## src/rtl/peach_lsu_if.sv

```systemverilog
// Core-request and data-memory signals of the peach32 load/store unit.
// master: the core plus data memory; slave: the LSU.
interface peach_lsu_if;
  logic        start;
  logic        is_store;
  logic [2:0]  funct3;
  logic [31:0] addr;
  logic [31:0] wdata;
  logic        busy;
  logic        done;
  logic [31:0] rdata;
  logic        err_misalign;
  logic        err_timeout;
  logic        mem_req;
  logic        mem_we;
  logic [31:0] mem_addr;
  logic [3:0]  mem_be;
  logic [31:0] mem_wdata;
  logic [31:0] mem_rdata;
  logic        mem_ack;

  modport master (
    output start, is_store, funct3, addr, wdata, mem_rdata, mem_ack,
    input  busy, done, rdata, err_misalign, err_timeout,
    input  mem_req, mem_we, mem_addr, mem_be, mem_wdata
  );

  modport slave (
    input  start, is_store, funct3, addr, wdata, mem_rdata, mem_ack,
    output busy, done, rdata, err_misalign, err_timeout,
    output mem_req, mem_we, mem_addr, mem_be, mem_wdata
  );
endinterface

```

## src/rtl/peach_lsu.sv

```systemverilog
// peach32 load/store unit: alignment check, byte-lane memory access, load extension.
// Optional memory timeout abort enabled by defining PEACH_LSU_TIMEOUT_EN.
module peach_lsu #(
  parameter int unsigned TIMEOUT_CYCLES = 255
) (
  input logic       clk,
  input logic       reset,
  peach_lsu_if.slave bus
);

  typedef enum logic [1:0] {StIdle, StAccess, StFault, StResp} state_e;

  state_e      state_q, state_d;
  logic        we_q;
  logic [31:0] addr_q;
  logic [2:0]  f3_q;
  logic [3:0]  be_q;
  logic [31:0] wdata_q;
  logic [31:0] rdata_q;
  logic        err_mis_q;
  logic        accept;
  logic        req_fault;
  logic [3:0]  req_be;
  logic [31:0] req_wdata;
  logic        to_hit;
  logic [7:0]  ld_byte;
  logic [15:0] ld_half;
  logic [31:0] ld_ext;

  assign accept = (state_q == StIdle) && bus.start;

  // Request decode on the live inputs; funct3[1:0] is the access size.
  always_comb begin
    req_fault = 1'b0;
    req_be    = 4'b1111;
    req_wdata = bus.wdata;
    if (bus.is_store) begin
      if (bus.funct3 > 3'd2) req_fault = 1'b1;
    end else if (bus.funct3 == 3'd3 || bus.funct3 > 3'd5) begin
      req_fault = 1'b1;
    end
    unique case (bus.funct3[1:0])
      2'd0: begin
        req_be    = 4'b0001 << bus.addr[1:0];
        req_wdata = {4{bus.wdata[7:0]}};
      end
      2'd1: begin
        req_be    = bus.addr[1] ? 4'b1100 : 4'b0011;
        req_wdata = {2{bus.wdata[15:0]}};
        if (bus.addr[0]) req_fault = 1'b1;
      end
      2'd2: begin
        if (bus.addr[1:0] != 2'b00) req_fault = 1'b1;
      end
      default: ;
    endcase
    if (!bus.is_store) req_wdata = '0;
  end

  always_comb begin
    ld_byte = bus.mem_rdata[8*addr_q[1:0] +: 8];
    ld_half = addr_q[1] ? bus.mem_rdata[31:16] : bus.mem_rdata[15:0];
    case (f3_q)
      3'd0:    ld_ext = {{24{ld_byte[7]}}, ld_byte};
      3'd4:    ld_ext = {24'h0, ld_byte};
      3'd1:    ld_ext = {{16{ld_half[15]}}, ld_half};
      3'd5:    ld_ext = {16'h0, ld_half};
      default: ld_ext = bus.mem_rdata;
    endcase
  end

`ifdef PEACH_LSU_TIMEOUT_EN
  localparam int unsigned CntW =
      ($clog2(TIMEOUT_CYCLES + 1) > 8) ? $clog2(TIMEOUT_CYCLES + 1) : 8;
  logic [CntW-1:0] cnt_q;
  logic            err_to_q;

  // Fires in the cycle whose unacknowledged request would make the count reach the limit.
  assign to_hit = (state_q == StAccess) && !bus.mem_ack &&
                  (cnt_q == CntW'(TIMEOUT_CYCLES - 1));

  always_ff @(posedge clk or posedge reset) begin
    if (reset) begin
      cnt_q    <= '0;
      err_to_q <= 1'b0;
    end else begin
      if (accept) begin
        cnt_q    <= '0;
        err_to_q <= 1'b0;
      end else if (state_q == StAccess && !bus.mem_ack) begin
        cnt_q <= cnt_q + 1'b1;
      end
      if (to_hit) err_to_q <= 1'b1;
    end
  end
`else
  assign to_hit = 1'b0;
`endif

  always_ff @(posedge clk or posedge reset) begin
    if (reset) state_q <= StIdle;
    else       state_q <= state_d;
  end

  always_comb begin
    state_d = state_q;
    unique case (state_q)
      StIdle:   if (bus.start) state_d = req_fault ? StFault : StAccess;
      StAccess: if (bus.mem_ack || to_hit) state_d = StResp;
      StFault:  state_d = StResp;
      StResp:   state_d = StIdle;
      default:  state_d = StIdle;
    endcase
  end

  always_ff @(posedge clk or posedge reset) begin
    if (reset) begin
      we_q      <= 1'b0;
      addr_q    <= '0;
      f3_q      <= '0;
      be_q      <= '0;
      wdata_q   <= '0;
      rdata_q   <= '0;
      err_mis_q <= 1'b0;
    end else begin
      if (accept) begin
        we_q      <= bus.is_store;
        addr_q    <= bus.addr;
        f3_q      <= bus.funct3;
        be_q      <= req_be;
        wdata_q   <= req_wdata;
        rdata_q   <= '0;
        err_mis_q <= 1'b0;
      end
      if (state_q == StAccess && bus.mem_ack && !we_q) rdata_q <= ld_ext;
      if (state_q == StFault) err_mis_q <= 1'b1;
    end
  end

  always_comb begin
    bus.busy         = (state_q == StAccess) || (state_q == StFault);
    bus.done         = (state_q == StResp);
    bus.rdata        = rdata_q;
    bus.err_misalign = err_mis_q;
`ifdef PEACH_LSU_TIMEOUT_EN
    bus.err_timeout  = err_to_q;
`else
    bus.err_timeout  = 1'b0;
`endif
    bus.mem_req      = 1'b0;
    bus.mem_we       = 1'b0;
    bus.mem_addr     = '0;
    bus.mem_be       = '0;
    bus.mem_wdata    = '0;
    if (state_q == StAccess) begin
      bus.mem_req   = 1'b1;
      bus.mem_we    = we_q;
      bus.mem_addr  = {addr_q[31:2], 2'b00};
      bus.mem_be    = be_q;
      bus.mem_wdata = wdata_q;
    end
  end

endmodule

```

## src/flat_wrapper.sv

```systemverilog
// flat-port wrapper written by rule: the top's interface ports become plain ports
module peach_lsu_flat 
#(
  parameter int unsigned TIMEOUT_CYCLES = 255
)
  (clk, reset, bus_start, bus_is_store, bus_funct3, bus_addr, bus_wdata, bus_mem_rdata, bus_mem_ack, bus_busy, bus_done, bus_rdata, bus_err_misalign, bus_err_timeout, bus_mem_req, bus_mem_we, bus_mem_addr, bus_mem_be, bus_mem_wdata);
  peach_lsu_if bus_i ();
  input logic clk;
  input logic reset;
  input wire logic [$bits(bus_i.start)-1:0] bus_start;
  input wire logic [$bits(bus_i.is_store)-1:0] bus_is_store;
  input wire logic [$bits(bus_i.funct3)-1:0] bus_funct3;
  input wire logic [$bits(bus_i.addr)-1:0] bus_addr;
  input wire logic [$bits(bus_i.wdata)-1:0] bus_wdata;
  input wire logic [$bits(bus_i.mem_rdata)-1:0] bus_mem_rdata;
  input wire logic [$bits(bus_i.mem_ack)-1:0] bus_mem_ack;
  output wire logic [$bits(bus_i.busy)-1:0] bus_busy;
  output wire logic [$bits(bus_i.done)-1:0] bus_done;
  output wire logic [$bits(bus_i.rdata)-1:0] bus_rdata;
  output wire logic [$bits(bus_i.err_misalign)-1:0] bus_err_misalign;
  output wire logic [$bits(bus_i.err_timeout)-1:0] bus_err_timeout;
  output wire logic [$bits(bus_i.mem_req)-1:0] bus_mem_req;
  output wire logic [$bits(bus_i.mem_we)-1:0] bus_mem_we;
  output wire logic [$bits(bus_i.mem_addr)-1:0] bus_mem_addr;
  output wire logic [$bits(bus_i.mem_be)-1:0] bus_mem_be;
  output wire logic [$bits(bus_i.mem_wdata)-1:0] bus_mem_wdata;
  assign bus_i.start = bus_start;
  assign bus_i.is_store = bus_is_store;
  assign bus_i.funct3 = bus_funct3;
  assign bus_i.addr = bus_addr;
  assign bus_i.wdata = bus_wdata;
  assign bus_i.mem_rdata = bus_mem_rdata;
  assign bus_i.mem_ack = bus_mem_ack;
  assign bus_busy = bus_i.busy;
  assign bus_done = bus_i.done;
  assign bus_rdata = bus_i.rdata;
  assign bus_err_misalign = bus_i.err_misalign;
  assign bus_err_timeout = bus_i.err_timeout;
  assign bus_mem_req = bus_i.mem_req;
  assign bus_mem_we = bus_i.mem_we;
  assign bus_mem_addr = bus_i.mem_addr;
  assign bus_mem_be = bus_i.mem_be;
  assign bus_mem_wdata = bus_i.mem_wdata;
  peach_lsu #(.TIMEOUT_CYCLES(TIMEOUT_CYCLES)) u_core (.clk(clk), .reset(reset), .bus(bus_i));
endmodule
```

## config.mk

```make
export PLATFORM = sky130hd
export DESIGN_NAME = peach_lsu_flat
export DESIGN_NICKNAME = d
export VERILOG_FILES = /design/src/rtl/peach_lsu_if.sv /design/src/rtl/peach_lsu.sv /design/src/flat_wrapper.sv
export SDC_FILE = /design/constraint.sdc
export NUM_CORES = 1
export LEC_CHECK = 0
export BUFFER_PORTS_ARGS = -buffer_cell sky130_fd_sc_hd__buf_2
export CORE_AREA = 5 5 117 119
export CTS_CLUSTER_SIZE = 14
export DETAILED_ROUTE_END_ITERATION = 10
export DIE_AREA = 0 0 122 124
export GPL_ROUTABILITY_DRIVEN = 0
export PLACE_DENSITY = 0.85
export SLEW_MARGIN = 25
export SYNTH_ARGS = -nofsm -noshare
export SYNTH_HDL_FRONTEND = slang
export SYNTH_SLANG_ARGS = --single-unit
```

## constraint.sdc

```tcl
create_clock -name clk -period 2.6 [get_ports clk]
set_input_delay 0 -clock clk [delete_from_list [all_inputs] [get_ports clk]]
set_output_delay 0 -clock clk [all_outputs]
set_load 0.05 [all_outputs]
```

==> After elaboration in Yosys (flattened, before gate mapping) <==
Index checks and enable logic that the tools add are counted.
W data, S select, Z words.
{ "classes": {"reduce_logical": 13, "muxes": 25, "order_cmp": 2, "shifts": 2, "n_eq_ne": 11} }
{ "ops": {"columns": ["cell", "count"], "rows": [
  ["$mux W32", 5],
  ["$pmux W32 S4", 1],
  ["$pmux W32 S2", 1],
  ["$shiftx A32 B6 Y8", 1],
  ["$mux W16", 1],
  ["$mux W1", 9],
  ["$mux W4", 2],
  ["$pmux W2 S4", 1],
  ["$pmux W4 S2", 1],
  ["$eq A2 B2 Y1 const B", 3],
  ["$eq A3 B3 Y1 const B", 2],
  ["$mux W2", 3],
  ["$reduce_bool A2 Y1", 3],
  ["$eq A2 B1 Y1 const B", 2],
  ["$logic_not A2 Y1", 2],
  ["$ne A2 B2 Y1 const B", 2],
  ["$shl A1 B2 Y4 const A", 1],
  ["$eq A3 B1 Y1 const B", 1],
  ["$eq A3 B2 Y1 const B", 1],
  ["$gt A3 B2 Y1 const B", 1],
  ["$gt A3 B3 Y1 const B", 1],
  ["$logic_and A1 B1 Y1", 3],
  ["$logic_not A3 Y1", 1],
  ["$logic_or A1 B1 Y1", 2],
  ["3 further kinds", 3]
]} }
{ "word_totals": {"reg_bits": 107, "out_inout_bits": 106, "input_bits": 104} }

==> Longest topological paths before layout <==
{ "logic_depth": {"word_depth": 9, "mapped_depth": 9} }

==> Least setup slack after synthesis <==
OpenSTA, ideal clock, no wires.
{ "synth_timing": {"path_kind": "register to register", "start": "register u_core.state_q[1]", "end": "register u_core.rdata_q[16], in the netlist u_core.bus.rdata[16]", "synth_period_minus_slack_ns": 2.144, "arrival_time_ns": 2.077, "path_stages_with_launch": 7, "t_required_ns": 2.533, "path_slack_ns": 0.456, "setup_time_ns": 0.067, "path_buffers": 1, "cell_sequence": "dfrtp_1 inv_1 ha_1 nand3b_1 nor2_1 clkbuf_1 a221o_1"} }
{ "synth_via": {"elab_chain_cells": 4, "elab_cells_between_ends": 7, "cone_classes": "1 x eq/ne; 1 x mux; 5 x reduce/logical"} }
{ "synth_lines": {"columns": ["element", "line_no", "rtl"], "rows": [
  ["start, declared", "peach_lsu.sv:13", "state_e state_q, state_d;"],
  ["start signal, assigned", "peach_lsu.sv:101", "if (reset) state_q <= StIdle;"],
  ["start signal, assigned", "peach_lsu.sv:102", "else state_q <= state_d;"],
  ["$eq A2 B1 Y1", "peach_lsu.sv:135", "if (state_q == StAccess && bus.mem_ack && !we_q) rdata_q <= ld_ext;"],
  ["$logic_and A1 B1 Y1 (2 in a row)", "peach_lsu.sv:135", null],
  ["$mux W32 or $reduce_bool A2 Y1 (tied branches)", null, null],
  ["end signal, assigned", "peach_lsu.sv:135", null],
  ["end, declared", "peach_lsu.sv:19", "logic [31:0] rdata_q;"]
]} }
Parallel ways exist; a longest one is shown, timed or not.
A chain may end at the register's enable or synchronous reset.

==> Worst setup path after layout <==
{ "layout_timing": {"start": "register u_core.addr_q[0]", "end": "register u_core.rdata_q[31], in the netlist u_core.bus.rdata[31]"} }
{ "layout_via": {"elab_chain_cells": 3} }
{ "layout_lines": {"columns": ["element", "line_no", "rtl"], "rows": [
  ["start, declared", "peach_lsu.sv:15", "logic [31:0] addr_q;"],
  ["start signal, assigned", "peach_lsu.sv:128", "addr_q <= bus.addr;"],
  ["$shiftx A32 B6 Y8", "peach_lsu.sv:61", "ld_byte = bus.mem_rdata[8*addr_q[1:0] +: 8];"],
  ["$pmux W32 S4", "peach_lsu.sv:63", "case (f3_q)"],
  ["$mux W32", "peach_lsu.sv:135", null]
]} }
No other way between the ends.

==> impl_metrics.tcl <==
set metrics [dict create \
    status "complete, no violations" \
    worst_setup_path_start_kind "register" \
    min-delay-start "bus_funct3[0]" \
    setup_viol 0 \
    netlist_area_um2 5475 \
    antenna_found_initial 0 \
    dieArea_um2 15130 \
    rsz0062_at_grt "no" \
    drc 0 \
    critical_path_class "register to register" \
    rows 41 \
    synth_flop_cell "dfrtp_1" \
    synthCells 607 \
    fp.coreArea_um2 12470 \
    track_usage_pct 23.90 \
    grt-ovfl-total 0 \
    power_mw 9.635 \
    synthArstFlopShare_pct 100.0 \
    r2r_cells 4 \
    slew_violations 0 \
    die_y_um 124 \
    clock_sinks 107 \
    reg2reg_to "u_core.bus.rdata[31]$_DFFE_PP0P_" \
    grt_max_degree 79 \
    power_leakage_nw 4.116 \
    clock_path_buffers 2 \
    wirelength_mm 18.18 \
    grt_pass1_wl_mm 28.28 \
    stdcell_count 1055 \
    vias 5583 \
    min_to "u_core.f3_q[0]$_DFFE_PP0P_" \
    area_growth_pct 43.17 \
    finish.instance_area_um2 7839 \
    cp-end-kind "register" \
    nets 990 \
    synth_edf_count 0 \
    fill_cells 1003 \
    first_pass_iters 5 \
    hold_depth 3 \
    max_slew.worst_pin.slew_ns 0.7572 \
    dp.cells 952 \
    max-vdd-ir-drop_uv 551.7 \
    cts_buffers 9 \
    dpl_cell_area_um2 6630 \
    crit_path_max_fanout 13 \
    fin_crit_sh_pct 79.39 \
    drt-initial-drc-count 606 \
    ys_types 40 \
    insertedDiodeCount 0 \
    rrSetupSlack_ns 0.54 \
    fin_crit_ns 2.064 \
    ctsResizeCount 0 \
    wire_per_inst_um 17.23 \
    htree_levels 3 \
    tritoncts "yes" \
    clock_skew_ns 0.01045 \
    hold_viol_final 0 \
    powerDensity_nw_per_um2 1229 \
    required_ns 2.88 \
    fmax_ghz 0.4844 \
    cap_viol_max_count 0 \
    die_w_um 122 \
    grt_pass1_vias 5546 \
    seq_area_frac_synth_pct 48.90 \
    clk_latency_ns 0.35 \
    synth_seq_cells 107 \
    start_util_pct 43.92 \
    io_buffers 206 \
    clk_pin_slew_ns 0.08 \
    relSlewSlack_pct 49.52 \
    drive_gt1_share_pct 28.31 \
    cts_setup_buffers 0 \
    setup_tns_ns 0 \
    worstPathArrival_ns 2.34 \
    yosysWarnings 0 \
    ant_nets 0 \
    via_per_inst 5.292 \
    hp-class "input port to register" \
    dp_hpwl_mm 11.73 \
    ios 210 \
    r2r-start "u_core.addr_q[0]$_DFFE_PP0P_" \
    syn_area_per_cell_um2 9.020 \
    cts_root_buffer "clkbuf_16" \
]
-- cells in the mapped netlist (all sizes together), types with 9 or more instances --
master | instances | area [µm²]
a21oi | 11 | 55.05
a221o | 16 | 160.2
nand3 | 16 | 80.08
clkbuf | 34 | 127.6
inv | 15 | 56.30
nor2 | 33 | 123.9
o21ai | 43 | 215.2
nand2 | 164 | 615.6
o31ai | 9 | 67.56
mux2i | 9 | 90.09
buf | 10 | 61.31
and2 | 69 | 431.7
dfrtp | 107 | 2678
-- through the flow --
stage	hold WS [ns]	util [%]	setup slack, ns
after CTS	0.003233	62.85	0.3924
after global routing	0.008746	62.88	0.3759
after detailed placement	0.1069	53.19	0.4051
after global placement	0.1025	53.19	0.5190
after floorplan	0.1054	-	0.4564
final	0.01328	62.88	0.5358
-- where the power goes --
| group | internal, mW | switching (mW) | leakage [nW] |
|---|---|---|---|
| clock | 0.881 | 0.638 | 0.157 |
| combinational | 1.49 | 3.77 | 2.59 |
| sequential | 2.40 | 0.462 | 1.37 |
-- worst max path at each step --
stage,start,to,slack (ns),cells after the start
global placement,u_core.state_q[1]$_DFFE_PP0P_,u_core.bus.rdata[25]$_DFFE_PP0P_,0.52,5
finish,u_core.addr_q[0]$_DFFE_PP0P_,u_core.bus.rdata[31]$_DFFE_PP0P_,0.54,4
global route,u_core.addr_q[0]$_DFFE_PP0P_,u_core.bus.rdata[31]$_DFFE_PP0P_,0.38,4
CTS,u_core.state_q[1]$_DFFE_PP0P_,u_core.bus.rdata[31]$_DFFE_PP0P_,0.39,5
detailed placement,u_core.state_q[1]$_DFFE_PP0P_,u_core.bus.rdata[22]$_DFFE_PP0P_,0.41,5
floorplan,u_core.state_q[1]$_DFFE_PP0P_,u_core.bus.rdata[16]$_DFFE_PP0P_,0.46,6
-- layer usage --
metal / track usage, % / share of wire, % / vias to the layer above
met4: 11.20 / 3.7 / 0
met3: 5.586 / 9.0 / 68
met5: 0 / 0 / -
met1: 30.18 / 40 / 2608
met2: 39.05 / 47 / 315
li1: - / - / 2592
-- kinds of logic after synthesis --
group | share of synthesized area (%)
buffers and inverters | 4.479
multiplexers | 5.142
adder cells (fa/ha/maj) | 1.828
other | 0.06849
AND/OR/NAND/NOR | 24.34
AO/OA/AOI/OAI | 15.24
flip-flops | 48.90
-- cells in the final DEF, fill, tap and decap left out, types with 8 or more instances in the layout --
master	count
mux2i_1	9
buf_4	8
nor2_1	32
inv_1	14
a22o_1	8
a21oi_1	11
a221o_1	16
dfrtp_1	107
nand2_1	163
clkbuf_16	9
dlygate4sd3_1	87
nand3_1	16
o21ai_0	43
o31ai_1	9
and2_1	67
buf_2	206
mux4_2	8
-- registers in the layout (all words and copies together), names as in the netlist --
register / count
u_core.bus.rdata: 32
u_core.state_q: 2
u_core.we_q: 1
u_core.be_q: 4
u_core.bus.err_misalign: 1
u_core.f3_q: 3
u_core.wdata_q: 32
u_core.addr_q: 32
-- worst max-delay path: stages (launching register included) --
cell and delay [ns]:
dfrtp_1 0.59, or3_4 0.49, a2111oi_4 0.52, buf_4 0.27, a221o_1 0.13
-- cell type report --
cell class / count / area (µm²) / share of cell area, %
flip-flops and latches: 107 / 2678 / 34.16
multi-input cells: 443 / 2570 / 32.79
repair buffers: 302 / 1982 / 25.28
clock buffers: 10 / 239.0 / 3.049
well taps: 172 / 215.2 / 2.745
clock inverters: 6 / 95.09 / 1.213
inverters: 15 / 60.06 / 0.7662
-- timing repair --
action	CTS	global route
endpoints found under the hold margin	117	0
endpoints found under the setup margin	0	0
hold buffers	87	0
Note: power is estimated with default switching activity, not from simulation.
